==> config.mk <==
export PLATFORM = sky130hd
export DESIGN_NAME = throw_power_meter
export DESIGN_NICKNAME = d
export VERILOG_FILES = /design/src/rtl/throw_power_meter.sv
export SDC_FILE = /design/constraint.sdc
export NUM_CORES = 1
export LEC_CHECK = 0
export CAP_MARGIN = 15
export CORE_MARGIN = 1.5
export CORE_UTILIZATION = 46
export CTS_BUF_LIST = sky130_fd_sc_hd__clkbuf_8
export DETAILED_ROUTE_END_ITERATION = 8
export GPL_ROUTABILITY_DRIVEN = 0
export MAX_ROUTING_LAYER = met4
export PLACE_DENSITY_LB_ADDON = 0.12
export SLEW_MARGIN = 20
export SYNTH_ARGS = -nofsm -noshare
export SYNTH_HDL_FRONTEND = slang
export SYNTH_SLANG_ARGS = --single-unit
==> constraint.sdc <==
create_clock -name clk -period 3.1 [get_ports clk]
set_input_delay 0.62 -clock clk [delete_from_list [all_inputs] [get_ports clk]]
set_output_delay 0.62 -clock clk [all_outputs]
set_load 0.02 [all_outputs]
==> src/rtl/throw_power_meter.sv <==
// Throw power meter: synchronizes and debounces the throw button, sweeps a ping-pong
// power level while it is held, and fires a one-cycle trigger with the level on release.
module throw_power_meter #(
  parameter int unsigned DEBOUNCE_CYCLES = 250000,
  parameter int unsigned STEP_DIV        = 40000,
  parameter logic [7:0]  MIN_POWER       = 8'd16,
  parameter logic [7:0]  MAX_POWER       = 8'd255
) (
  input  logic       clk,
  input  logic       rst,
  input  logic       throw_button,
  input  logic       enable,
  output logic       throw_trigger,
  output logic [7:0] throw_power,
  output logic       charging,
  output logic [7:0] power_level
);

  localparam int unsigned DbW   = (DEBOUNCE_CYCLES > 1) ? $clog2(DEBOUNCE_CYCLES) : 1;
  localparam int unsigned TickW = (STEP_DIV > 1) ? $clog2(STEP_DIV) : 1;

  localparam logic [DbW-1:0]   DbLast   = DbW'(DEBOUNCE_CYCLES - 1);
  localparam logic [TickW-1:0] TickLast = TickW'(STEP_DIV - 1);
  localparam logic [7:0]       MaxDown  = MAX_POWER - 8'd1;
  localparam logic [7:0]       MinUp    = MIN_POWER + 8'd1;

  typedef enum logic [1:0] {
    StIdle,
    StCharging,
    StFire
  } state_e;

  state_e state_q, state_d;

  // Input path
  logic           sync1_q, sync1_d;
  logic           sync2_q, sync2_d;
  logic [1:0]     sync_vld_q, sync_vld_d;
  logic           btn_db_q, btn_db_d;
  logic           btn_prev_q, btn_prev_d;
  logic [DbW-1:0] db_cnt_q, db_cnt_d;
  logic           armed_q, armed_d;
  logic [DbW-1:0] arm_cnt_q, arm_cnt_d;
  logic           press, release_evt;

  // Charge datapath
  logic [7:0]       level_q, level_d;
  logic             dir_up_q, dir_up_d;
  logic [TickW-1:0] tick_q, tick_d;
  logic [7:0]       throw_power_q, throw_power_d;
  logic [7:0]       level_step;
  logic             dir_step;

  always_comb begin
    sync1_d    = throw_button;
    sync2_d    = sync1_q;
    sync_vld_d = {sync_vld_q[0], 1'b1};
  end

  // Debouncer: accept a change only after DEBOUNCE_CYCLES consecutive differing samples.
  always_comb begin
    btn_db_d   = btn_db_q;
    db_cnt_d   = '0;
    btn_prev_d = btn_db_q;
    if (sync2_q != btn_db_q) begin
      if (db_cnt_q == DbLast) begin
        btn_db_d = ~btn_db_q;
      end else begin
        db_cnt_d = db_cnt_q + DbW'(1);
      end
    end
  end

  // A button held through reset must be seen stably released before any press counts.
  always_comb begin
    armed_d   = armed_q;
    arm_cnt_d = arm_cnt_q;
    if (!armed_q) begin
      if (!sync_vld_q[1] || sync2_q) begin
        arm_cnt_d = '0;
      end else if (arm_cnt_q == DbLast) begin
        armed_d   = 1'b1;
        arm_cnt_d = '0;
      end else begin
        arm_cnt_d = arm_cnt_q + DbW'(1);
      end
    end
  end

  assign press       = btn_db_q & ~btn_prev_q & armed_q;
  assign release_evt = ~btn_db_q & btn_prev_q;

  // Ping-pong step: bounce off either end instead of overshooting it.
  always_comb begin
    if (dir_up_q) begin
      if (level_q >= MAX_POWER) begin
        level_step = MaxDown;
        dir_step   = 1'b0;
      end else begin
        level_step = level_q + 8'd1;
        dir_step   = 1'b1;
      end
    end else begin
      if (level_q <= MIN_POWER) begin
        level_step = MinUp;
        dir_step   = 1'b1;
      end else begin
        level_step = level_q - 8'd1;
        dir_step   = 1'b0;
      end
    end
  end

  // FSM state register
  always_ff @(posedge clk) begin
    if (rst) begin
      state_q <= StIdle;
    end else begin
      state_q <= state_d;
    end
  end

  // FSM next state; abort on enable loss takes priority over release
  always_comb begin
    state_d = state_q;
    unique case (state_q)
      StIdle: begin
        if (press && enable) state_d = StCharging;
      end
      StCharging: begin
        if (!enable) begin
          state_d = StIdle;
        end else if (release_evt) begin
          state_d = StFire;
        end
      end
      StFire:  state_d = StIdle;
      default: state_d = StIdle;
    endcase
  end

  // Datapath next state; a release beats a coincident tick so the pre-step level is kept
  always_comb begin
    level_d       = level_q;
    dir_up_d      = dir_up_q;
    tick_d        = tick_q;
    throw_power_d = throw_power_q;
    unique case (state_q)
      StIdle: begin
        if (press && enable) begin
          level_d  = MIN_POWER;
          dir_up_d = 1'b1;
          tick_d   = '0;
        end
      end
      StCharging: begin
        if (enable && release_evt) begin
          throw_power_d = level_q;
        end else if (enable) begin
          if (tick_q == TickLast) begin
            tick_d   = '0;
            level_d  = level_step;
            dir_up_d = dir_step;
          end else begin
            tick_d = tick_q + TickW'(1);
          end
        end
      end
      default: ;
    endcase
  end

  always_ff @(posedge clk) begin
    if (rst) begin
      sync1_q       <= 1'b0;
      sync2_q       <= 1'b0;
      sync_vld_q    <= '0;
      btn_db_q      <= 1'b0;
      btn_prev_q    <= 1'b0;
      db_cnt_q      <= '0;
      armed_q       <= 1'b0;
      arm_cnt_q     <= '0;
      level_q       <= '0;
      dir_up_q      <= 1'b1;
      tick_q        <= '0;
      throw_power_q <= '0;
    end else begin
      sync1_q       <= sync1_d;
      sync2_q       <= sync2_d;
      sync_vld_q    <= sync_vld_d;
      btn_db_q      <= btn_db_d;
      btn_prev_q    <= btn_prev_d;
      db_cnt_q      <= db_cnt_d;
      armed_q       <= armed_d;
      arm_cnt_q     <= arm_cnt_d;
      level_q       <= level_d;
      dir_up_q      <= dir_up_d;
      tick_q        <= tick_d;
      throw_power_q <= throw_power_d;
    end
  end

  // FSM outputs
  always_comb begin
    throw_trigger = (state_q == StFire);
    charging      = (state_q == StCharging);
    power_level   = (state_q == StCharging) ? level_q : 8'd0;
    throw_power   = throw_power_q;
  end

endmodule

==> results of run 1 <==
## stage by stage
| stage | hold slack [ns] | cell area (µm²) | cells | total power [µW] |
|---|---|---|---|---|
| 2_1_floorplan | 0.414 | 4030 | 463 | 1050 |
| 3_3_place_gp | 0.422 | 4270 | 568 | 1060 |
| 3_5_place_dp | 0.432 | 4270 | 568 | 1070 |
| 4_1_cts | 0.446 | 4520 | 584 | 2000 |
| 5_1_grt | 0.450 | 4520 | 584 | 2030 |
| 6_report | 0.444 | 4520 | 584 | 1970 |
## registers in the layout, indices dropped and copies added, names as in the netlist, 2 cells and up
name	flops
sync_vld_q	2
arm_cnt_q	18
throw_power	8
tick_q	16
state_q	2
level_q	8
db_cnt_q	18
## layout by cell type, fill, tap and decap left out, types with 5 or more instances in the layout
master,synthesis,layout
o21ai_0,7,7
inv_1,10,11
clkbuf_8,0,9
nand2_1,35,35
nor2_1,69,69
a21oi_1,22,22
mux2i_1,10,10
xnor2_1,19,19
dfxtp_1,78,78
and3_1,5,5
clkdlybuf4s50_1,0,21
and2_1,11,11
nand2b_1,7,7
nor2b_1,12,12
xor2_1,21,21
nand4_1,14,14
ha_1,6,6
nand3_1,21,21
nor3_1,12,12
and4_1,6,6
a211oi_1,7,7
## power by group through the flow
stage,clock network (µW),registers (µW),logic (µW)
3_5_place_dp,0,1030,34.9
2_1_floorplan,0,1030,24.5
6_report,927,1010,34.0
4_1_cts,955,1010,34.8
5_1_grt,989,1010,37.6
3_3_place_gp,0,1030,34.4
## metal layers
metal | track usage, % | wire, µm | vias to the layer above
met1 | 24.0 | 4160 | 1456
met5 | - | 0 | -
met4 | 5.24 | 89 | 0
li1 | - | - | 1644
met2 | 28.7 | 3630 | 53
met3 | 4.84 | 225 | 6
## cell families after synthesis
kind of cell / after synthesis / synth area share [%]
flip-flops: 78 / 38.7
adder cells (fa/ha/maj): 6 / 1.86
XOR/XNOR: 40 / 8.68
AND/OR/NAND/NOR: 218 / 29.4
multiplexers: 10 / 2.48
AO/OA/AOI/OAI: 76 / 14.6
buffers and inverters: 35 / 4.28
## final timing paths
check	start	end	depth (start not counted)
max reg2reg	armed_q	level_q[1]	6
min	sync1_q	sync2_q	1
max	state_q[0]	power_level[6]	4
min reg2reg	sync1_q	sync2_q	1
## cell type report
class | instances | area, µm²
Clock inverter | 7 | 123
Sequential cell | 78 | 1560
Clock buffer | 9 | 124
Timing Repair Buffer | 25 | 240
Fill cell | 779 | 3820
Tap cell | 105 | 131
Multi-Input combinational cell | 350 | 2300
Inverter | 10 | 37.5
==> metrics.md, run 1 <==
| Metric | Value |
|---|---|
| Actual slew at the worst max-slew pin | 1.02 ns |
| Outcome | complete, no violations |
| Data required time of the critical path | 2.48 ns |
| Post-synth design cell area | 0.00403 mm² |
| Switching portion of total power | 20.9% |
| Share of cells above drive strength 1 | 8.14% |
| Number of clock buffers inserted by TritonCTS | 9 |
| Number of buffers added to fix hold violations after cts | 0 |
| Port-buffer cells | 21 |
| Wire length of the first global-routing pass | 14000 µm |
| Peak fanout along the critical path | 17 |
| Biggest area contributors in the synthesized netlist | dfxtp_1 (39%), nor2_1 (6.4%), xor2_1 (4.6%) |
| Final count of pins violating max slew | 0 |
| DRC violation total after the first TritonRoute iteration | 95 |
| Critical Path Sink Type | primary output |
| Post-CTS sizing | 0 |
| Commonest cells in the netlist | dfxtp_1 (78), nor2_1 (69), nand2_1 (35), a21oi_1 (22) |
| TritonCTS clock tree | built |
| Number of enable flip-flop cells after synthesis | 0 |
| Library cell with the highest instance count after synthesis | dfxtp_1 |
| Slowest cell on the critical path | clkdlybuf4s50_1 |
| Max-cap viol count | 0 |
| Delay of the slowest critical-path stage | 0.61 ns |
| Flip-flop and latch count after synthesis | 78 |
| Clock group share of total power | 47.1% |
| Post-synthesis async set-or-reset flop share | 0% |
| Hold crit path type | reg2reg |
| IO Pins | 22 |
| Total global routing overflow | 0 |
| Number of failing hold endpoints at the final stage | 0 |
| Power per Cell Area | 436 mW/mm² |
| CTS H-tree lvls | 3 |
| Via count of the first global-routing pass | just under 3000 |
| Area delta synth->final | 12.0% |
| Floorplan die height | roughly 97 µm |
| Cell type with the highest aggregate area in the netlist | dfxtp_1 |
| Die W | 96.6 µm |
| Critical path buffers and inverters | 2 |
| TNS Setup | 0 ns |
| Crit-path leading delay family | buffers and inverters |
| Vias per Instance | 5.41 |
| Synth Instances | 463 |
| Routed wire length | approximately 8000 µm |
| Remaining DRCs | 0 |
| Core area | 0.00834 mm² |
| TritonCTS sink count | 78 |
| Number of inserted diodes | 0 |
| Final antenna-violating net count | 0 |
| Post-CTS Setup Repair Bufs | 0 |
| Gate power share | 1.7% |
| RSZ-0062 raised after global routing | false |
| Endpoints failing setup | 0 |
| Internal power component | 1560 µW |
| Pre-Repair DR Iteration Count | 4 |
| Slew margin rel. | roughly a third |
| Final worst clock skew | 0.0105 ns |
| Total Nets Final | a little under 500 |
| Utilization of the core after routing | 54.2% |
| Clock transition at the register clock pins on the worst setup and hold paths after CTS | 0.08 ns |
| Vias post-DR | 3159 |
| Predominant post-synthesis flop cell | dfxtp_1 |
| Arrival @ worst endpoint | 1.85 ns |
| Net count of the mapped netlist | 473 |
| Number of library cell types mapped by synthesis | 64 |
| Die Area | 0.00934 mm² |
| Root buf cell | clkbuf_8 |
| Skew-Pair Late Insertion Delay | 0.34 ns |
| Effective utilization at floorplan | 48.4% |
| Setup WS post-layout | ~0.63 ns |
| Critical path, cell by cell | nor2b_1 -> buf_4 -> and2_1 -> clkdlybuf4s50_1 |
| Post-DP HPWL | 5620 µm |
| Net switching component of the power | a little over 400 µW |
| Largest net degree at the start of global routing | 20 |
| Number of antenna violations at the first check in global routing | 0 |
| Global router's overall resource usage | 18.5% |
| Leakage power summed over all cells | 0.00144 µW |
| Share of the cycle needed by the critical path after routing | 79.6% |
| Avg WL per Cell | between 10 and 15 µm |
| Maximum operating frequency | ~410 MHz |
| Worst slack at placement | 0.663 ns |
| Count of synthesis-stage warnings from yosys | 0 |
| Maximum root-to-sink buffer count | 2 |
| Kind of start point of the critical path | flop |
| FF-to-FF setup slack | 0.70 ns |
| Average size of a mapped cell | 8.71 µm² |
| Minimum period implied by the final worst setup slack | roughly 2.5 ns |
| Category of the critical setup timing path | reg2out |
| Fraction of post-synthesis cell area in the top cell type by area | 38.7% |
| Sequential Power Share | 51.2% |
| Rows | 33 |
| Peak supply drop | 259 µV |
| Post-synthesis sequential area ratio | 38.7% |
(Power assumes the default switching activity.)
==> inputs of run 2 (changes only) <==
Clock period 3.1 ns to 2.3 ns, I/O delays scaled along.
==> run 2 against run 1 <==
Effect of this change:
- final area up 0.94%
- utilization up 0.51 points
- setup slack worse by 0.54 ns
- clock-buffer cell count up 1
- total power up 32%
- die area unchanged
- clock skew about the same
- sequential cell count unchanged
- combinational power up 44%
- sequential share of layout area down 0.32 points
- largest power group unchanged
==> metrics.md, run 2 (synthesis gave the netlist of run 1 again) <==
| Metric | Value |
|---|---|
| Outcome | complete, no violations |
| Critical Path Sink Type | primary output |
| Effective utilization at floorplan | 48.4% |
| Total global routing overflow | 0 |
| Worst hold start | sync_vld_q[0] |
| Endpoint of the most critical setup path | charging |
| Leakage power summed over all cells | 0.00151 µW |
| IO Pins | 22 |
| Die Area | 0.00934 mm² |
| Maximum operating frequency | ~450 MHz |
| Critical path buffers and inverters | 2 |
| Critical path, cell by cell | nor2b_1 -> buf_4 -> clkdlybuf4s50_1 |
| Filler instances | 777 |
| Port-buffer cells | 21 |
| Endpoint of the lowest-slack register-to-register path | tick_q[3] |
| Share of cells above drive strength 1 | 10.0% |
| Routed wire length | 8290 µm |
| Commonest cells after routing, fill and taps aside | dfxtp_1 (78), nor2_1 (69), nand2_1 (35) |
| Endpoints failing setup | 0 |
| Net switching component of the power | 583 µW |
| Number of cells on the critical path | 3 |
| CTS H-tree lvls | 3 |
| FF-to-FF setup slack | 0.33 ns |
| Max-cap viol count | 0 |
| Number of buffers added to fix hold violations after cts | 0 |
| Utilization of the core after routing | 54.7% |
| Final worst clock skew | between 0.01 and 0.015 ns |
| Crit-path leading delay family | buffers and inverters |
| Depth of the most critical reg-to-reg path | 7 |
| Pre-Repair DR Iteration Count | 4 |
| Hold crit path type | reg2reg |
| Vias post-DR | 3217 |
| Top flop regs | arm_cnt_q x18, db_cnt_q x18, tick_q x16 |
| Actual slew at the worst max-slew pin | 0.611 ns |
| Total Nets Final | approximately 500 |
| Floorplan die height | 96.6 µm |
| Clock group share of total power | 46.0% |
| Die W | a little under 100 µm |
| Root buf cell | clkbuf_8 |
| Gate power share | 1.9% |
| TritonCTS sink count | ~80 |
| Number of antenna violations at the first check in global routing | 0 |
| Final count of pins violating max slew | 0 |
| TNS Setup | 0 ns |
| Skew-Pair Late Insertion Delay | about 0.36 ns |
| Share of the cycle needed by the critical path after routing | 95.9% |
| Switching portion of total power | around 22% |
| Rows | 33 |
| Clock transition at the register clock pins on the worst setup and hold paths after CTS | approximately 0.080 ns |
| Kind of start point of the critical path | flop |
| Number of failing hold endpoints at the final stage | 0 |
| Core area | 0.00834 mm² |
| Post-DP HPWL | 5710 µm |
| Area delta synth->final | 13.0% |
| Most common cell after layout, fill and taps aside | dfxtp_1 |
| Via count of the first global-routing pass | 3024 |
| Number of clock buffers inserted by TritonCTS | 9 |
| Wire length of the first global-routing pass | 14100 µm |
| Remaining DRCs | 0 |
| Internal power component | around 2000 µW |
| Post-CTS Setup Repair Bufs | 0 |
| Arrival @ worst endpoint | ~1.7 ns |
| Minimum period implied by the final worst setup slack | 2.20 ns |
| Vias per Instance | roughly 5.4 |
| Number of inserted diodes | 0 |
| Slew margin rel. | 59.3% |
| TritonCTS clock tree | built |
| Category of the critical setup timing path | reg2out |
| Power per Cell Area | 571 mW/mm² |
| Global router's overall resource usage | 18.6% |
| Critical register-to-register path startpoint | tick_q[0] |
| Delay of the slowest critical-path stage | about 0.64 ns |
| Largest net degree at the start of global routing | 19 |
| Avg WL per Cell | between 10 and 15 µm |
| Maximum root-to-sink buffer count | 2 |
| RSZ-0062 raised after global routing | false |
| DRC violation total after the first TritonRoute iteration | 84 |
| Peak supply drop | 370 µV |
| Sequential Power Share | a little over half |
| Crit. Startpoint | state_q[0] |
| Slowest cell on the critical path | clkdlybuf4s50_1 |
| Peak fanout along the critical path | 17 |
| Final antenna-violating net count | 0 |
| Data required time of the critical path | 1.84 ns |
[run 2: changes by cell type in the layout (fill, tap and decap cells not counted), sizes merged]
| cell | delta |
|---|---|
| clkbuf | +1 |
| buf | +9 |
| clkdlybuf4s50 | -8 |
| inv | -1 |
| bufinv | -1 |
| clkinv | +1 |
| dlygate4sd2 | +8 |
[run 2: worst min path at each step]
stage | endpoint | slack, ns | cells after the start
floorplan | sync2_q | 0.41 | 1
global placement | sync_vld_q[1] | 0.43 | 1
detailed placement | sync_vld_q[1] | 0.44 | 1
CTS | sync_vld_q[1] | 0.45 | 1
global route | sync_vld_q[1] | 0.47 | 1
finish | sync_vld_q[1] | 0.44 | 1
[run 2: cell type report]
| cell class | instances | area [µm²] | area share, % |
|---|---|---|---|
| multi-input combinational | 350 | 2300 | 50.4 |
| sequential | 78 | 1560 | 34.2 |
| clock buffer | 10 | 138 | 3.02 |
| inverter | 10 | 37.5 | 0.823 |
| timing repair buffer | 34 | 298 | 6.53 |
| clock inverter | 6 | 93.8 | 2.06 |
| tap | 105 | 131 | 2.88 |
[run 2: per-stage QoR]
step,area [µm²],instances,hold WS [ns],total power (µW),setup slack (ns)
detailed placement,4340,577,0.439,1440,0.0719
finish,4560,593,0.445,2610,0.0952
global route,4560,593,0.469,2680,0.00833
CTS,4560,593,0.452,2620,0.102
global placement,4340,577,0.432,1440,0.0975
floorplan,4030,463,0.414,1420,0.413
[run 2: timing repair]
item	CTS	global route
endpoints found under the hold margin	0	0
gates resized for setup	8	0
endpoints found under the setup margin	8	0
[run 2: power by group through the flow]
stage | Combinational, µW | Sequential, µW | Clock [µW]
2_1_floorplan | 33.0 | 1390 | 0
3_3_place_gp | 49.2 | 1390 | 0
6_report | 48.8 | 1360 | 1200
5_1_grt | 53.7 | 1360 | 1270
4_1_cts | 49.7 | 1360 | 1220
3_5_place_dp | 49.7 | 1390 | 0
[run 2: worst reg2reg max path: stages, from the launching register on]
cell and delay (ns):
dfxtp_1 0.40, ha_1 0.22, and4_1 0.37, nand4_4 0.15, nand2_1 0.27, a21o_1 0.19
buf_4 0.20, nor2_1 0.07
[run 2: per-layer routing]
metal  track usage (%)  wire, µm  vias up
li1                  -         -     1659
met1              24.8      4190     1499
met2              28.4      3680       49
met3              3.18       284       10
met4              7.02       136        0
met5                 -         0        -
